[config.mk]
export PLATFORM = sky130hd
export DESIGN_NAME = rate_strobe_gen
export DESIGN_NICKNAME = d
export VERILOG_FILES = /design/src/rtl/rate_strobe_gen.sv
export SDC_FILE = /design/constraint.sdc
export NUM_CORES = 1
export LEC_CHECK = 0
export CAP_MARGIN = 30
export CORE_ASPECT_RATIO = 0.7
export CORE_MARGIN = 2
export CORE_UTILIZATION = 59
export DETAILED_ROUTE_END_ITERATION = 7
export PLACE_DENSITY_LB_ADDON = 0.3
export SLEW_MARGIN = 10
export SYNTH_ARGS = -nofsm -noshare
export SYNTH_HDL_FRONTEND = slang
export SYNTH_SLANG_ARGS = --single-unit
export TNS_END_PERCENT = 20
[constraint.sdc]
create_clock -name clock -period 5.2 [get_ports clock]
set_input_delay 0.78 -clock clock [delete_from_list [all_inputs] [get_ports clock]]
set_output_delay 0.78 -clock clock [all_outputs]
set_load 0.01 [all_outputs]
[src/rtl/rate_strobe_gen.sv]
// rate_strobe_gen: run-time programmable clock-enable strobe with start/stop, one-shot mode and boundary-aligned limit updates
module rate_strobe_gen #(
    parameter int          NB_COUNT      = 32,
    parameter int unsigned DEFAULT_LIMIT = 10
) (
    input  logic                clock,
    input  logic                i_reset,
    input  logic                i_enable,
    input  logic                i_start,
    input  logic                i_stop,
    input  logic                i_mode,
    input  logic                i_load,
    input  logic [NB_COUNT-1:0] i_limit,
    output logic                o_enable,
    output logic                o_done,
    output logic                o_busy,
    output logic                o_pending,
    output logic [NB_COUNT-1:0] o_count
);
    typedef enum logic {IDLE, RUN} state_t;

    state_t              state, state_n;
    logic [NB_COUNT-1:0] count, count_n, limit_active, active_n, limit_pending, pending_n;
    logic                mode, mode_n, enable_n, done_n, pend_flag_n;
    logic [NB_COUNT-1:0] boundary_limit;

    if (64'(DEFAULT_LIMIT) >= (64'd1 << NB_COUNT)) begin : g_limit_check
        $error("DEFAULT_LIMIT does not fit in NB_COUNT bits");
    end

    // limit to adopt at a period boundary: a same-edge load beats an older pending value
    assign boundary_limit = i_load ? i_limit : (o_pending ? limit_pending : limit_active);

    // next-state and registered-output decode; stop outranks wrap and start
    always_comb begin
        state_n     = state;
        count_n     = count;
        active_n    = limit_active;
        pending_n   = limit_pending;
        pend_flag_n = o_pending;
        mode_n      = mode;
        enable_n    = 1'b0;
        done_n      = 1'b0;
        if (state == IDLE) begin
            if (i_load) active_n = i_limit;
            if (i_start && !i_stop) begin
                state_n = RUN;
                count_n = '0;
                mode_n  = i_mode;
            end
        end else if (i_stop) begin
            state_n     = IDLE;
            count_n     = '0;
            active_n    = boundary_limit;
            pend_flag_n = 1'b0;
        end else if (i_enable && count == limit_active) begin
            count_n     = '0;
            enable_n    = 1'b1;
            active_n    = boundary_limit;
            pend_flag_n = 1'b0;
            if (mode) begin
                state_n = IDLE;
                done_n  = 1'b1;
            end
        end else begin
            if (i_enable) count_n = count + NB_COUNT'(1);
            if (i_load) begin
                pending_n   = i_limit;
                pend_flag_n = 1'b1;
            end
        end
    end

    // state, counter, limits and strobes; reset aborts a run with no strobe
    always_ff @(posedge clock or posedge i_reset) begin
        if (i_reset) begin
            state         <= IDLE;
            count         <= '0;
            limit_active  <= NB_COUNT'(DEFAULT_LIMIT);
            limit_pending <= '0;
            mode          <= 1'b0;
            o_enable      <= 1'b0;
            o_done        <= 1'b0;
            o_pending     <= 1'b0;
        end else begin
            state         <= state_n;
            count         <= count_n;
            limit_active  <= active_n;
            limit_pending <= pending_n;
            mode          <= mode_n;
            o_enable      <= enable_n;
            o_done        <= done_n;
            o_pending     <= pend_flag_n;
        end
    end

    assign o_busy  = state == RUN;
    assign o_count = count;
endmodule

==> results.md <==
- Layout cell share with drive strength beyond 1: about a quarter
- Met2 wire len: a little under 5 mm
- Post-synth top cells: dfrtp_1, mux2_2, nor2_1
- Area leader, netlist: dfrtp_1
- Inserted Clock Buffers: 9
- Postcts setup bufs: 0
- Place WS: roughly 1.4 ns
- WP data arrival: ~3.5 ns
- Overall power: approximately 2 mW
- Area of the mapped netlist: ~5200 um^2
- Initial Utilization: between 60% and 70%
- Setup TNS: 0 ns
- Register bit total from synthesis: just over 100
- Warnings, synthesis: 0
- Highest Signal Layer: met4
- Post-synth EDFFs: 0
- CTS resizes: 0
- Area Growth Syn to Fin: 22.0%
- Synth cell types: 45
- Min cycle time layout: roughly 3.3 ns
- Final hold vios: 0
- Root buf cell: clkbuf_16
- Clock Latency Late Sink: about 0.35 ns
- Routed Antenna Nets: 0
- Final wirelength: around 11 mm
- Crit path kind: in2reg
- Period utilisation layout: between 60% and 70%
- Syn Inst Count: 410
- Setup violations, final: 0
- Max Root-Sink Buffers: 2
- Synth top area share: about 48%
- CP Max Fanout: 18
- Worst clock skew: 0.00862 ns
- Top cells by area, synth: dfrtp_1, mux2_2, mux2_4
- Layout fillers: 611
- Nets@finish: ~520
- FFs w/ async S/R, synth: 100%
- Vias in the first global route: between 3,000 and 4,000
- PD cells: roughly 320 nW/um^2
- Maximum VDD drop: about 0.23 mV
- Routed WL per cell: 17.9 um
- Clock transition at the registers of the reported paths: 0.07 ns
- M1 WL: between 5 and 6 mm
- Via count: around 3,400
- Initial antenna violation count: 0
- Synthesized area per cell: between 10 and 15 um^2
- Finished Cell Area: about 6300 um^2
- Die height: 82.2 um
- CTS tree: built
- # diodes: 0
- Core area: between 8000 and 9000 um^2
- Final Util: roughly three quarters
- RSZ-0062 raised after global routing: false
- Data required, critical path: between 5 and 6 ns
- Max-slew headroom: between 40% and 50%
- Setup WS post-layout: ~1.9 ns
- Global-route wire length before repair: 17.5 mm
- DR DRC count: 0
- Boundary Pins: 75
- Post-synthesis sequential area ratio: 49.1%
- CTS Hold Buffers Added: 0
- Die width: between 100 and 150 um
- Slew @ Worst Pin: between 0.8 and 0.9 ns
- H-tree levels: 3
- Largest net degree at the start of global routing: 70
- Grt ovf: 0
- Hold crit path type: reg2reg
- Gr usage total: 24.6%
- Status: finished clean
- DR pass1 iterations: 4
- Wire length on met3: 688 um
- Top FF cell, synth: dfrtp_1
- Slew Limit Fails: 0
- Max Fclk: a little over 300 MHz
- Crit path launch type: input port
- P_leak: 2.67 nW
- Vias/cell: about 5.7
- Port Buffers: 74
- Max-cap violation count: 0
- CP Capture Type: flop
- CTS Sinks: 101
- # rows: 28
- Placed inst area: around 5900 um^2
- Full die area: 9510 um^2
- DP HPWL: just under 8 mm
- DRC marker count from the first detailed-route iteration: 194
- Most frequent cell after synthesis: dfrtp_1
- Syn Nets: 450
- RD Place Congestion: slightly below 0.9
==> flip-flops by register name, indices dropped and copies added, names as in the netlist <==
name and count:
limit_active 32, limit_pending 32, mode 1, o_busy 1
o_count 32, o_done 1, o_enable 1, o_pending 1
==> worst paths after layout <==
check | from | endpoint | slack [ns] | cells after the start
min | limit_pending[27] | limit_pending[27] | 0.50 | 1
min in group asynchronous | i_reset | limit_pending[10] | 0.96 | 2
max in group asynchronous | i_reset | limit_active[18] | 3.32 | 3
min reg2reg | limit_pending[27] | limit_pending[27] | 0.50 | 1
max reg2reg | o_count[17] | limit_active[2] | 1.95 | 7
max | i_enable | limit_active[2] | 1.94 | 7
==> layout make-up <==
type / count / area [um^2] / share of cell area [%]
clock buffer: 12 / 267 / 4.24
timing repair buffer: 79 / 798 / 12.7
sequential: 101 / 2530 / 40.3
clock inverter: 4 / 55.1 / 0.876
multi-input combinational: 287 / 2470 / 39.3
tap: 120 / 150 / 2.39
inverter: 4 / 17.5 / 0.279
==> metal layers <==
layer  global-route usage [%]  vias up
met5                        0        -
met4                     7.62        0
met3                     6.57       18
met2                     37.5      113
met1                     34.8     1719
li1                         -     1582
==> critical path, cell delays in order <==
cell and delay, ns:
clkdlybuf4s50_1 0.48, o21ai_0 0.12, or4_4 0.57, o31ai_4 0.35
and2b_2 0.59, buf_16 0.25, mux2_2 0.35
==> power by group <==
group	leakage (nW)	internal (mW)	switching [mW]
Combinational	1.25	0.214	0.140
Sequential	1.27	0.898	0.0737
Clock	0.155	0.414	0.291
==> cells by family after synthesis <==
kind of cell    Yosys count  synth area share [%]
compound gates           17                  2.87
xor+xnor                 58                  9.86
fa+ha+maj                 1                 0.243
buf+inv                  22                  3.04
flops                   101                  49.1
mux                      98                  23.5
simple gates            113                  11.4
==> stage by stage <==
stage	hold WS, ns	std cells
CTS	0.506	606
finish	0.504	607
floorplan	0.445	410
detailed placement	0.489	590
global placement	0.470	590
global route	0.524	607
==> cells in the final DEF (no fill, tap or decap), types with 2 or more instances in the layout <==
cell and count:
nand2_1 18, mux2i_1 2, nor4_1 4, o21ai_0 6, xor2_1 29, mux2_2 65
nand4b_1 3, or4_4 2, clkbuf_16 9, nor3_1 4, nor2b_1 2, nand4_1 11
dfrtp_1 99, and4_1 3, dfstp_2 2, mux2_1 2, a22o_1 2, and2_1 3
clkbuf_8 3, buf_4 4, nor2_1 35, nand3_1 13, clkinv_4 2, and3_1 7
xnor2_1 29, mux2_4 29, inv_1 3, clkdlybuf4s50_1 74, a21oi_1 2
(Power assumes the default switching activity.)
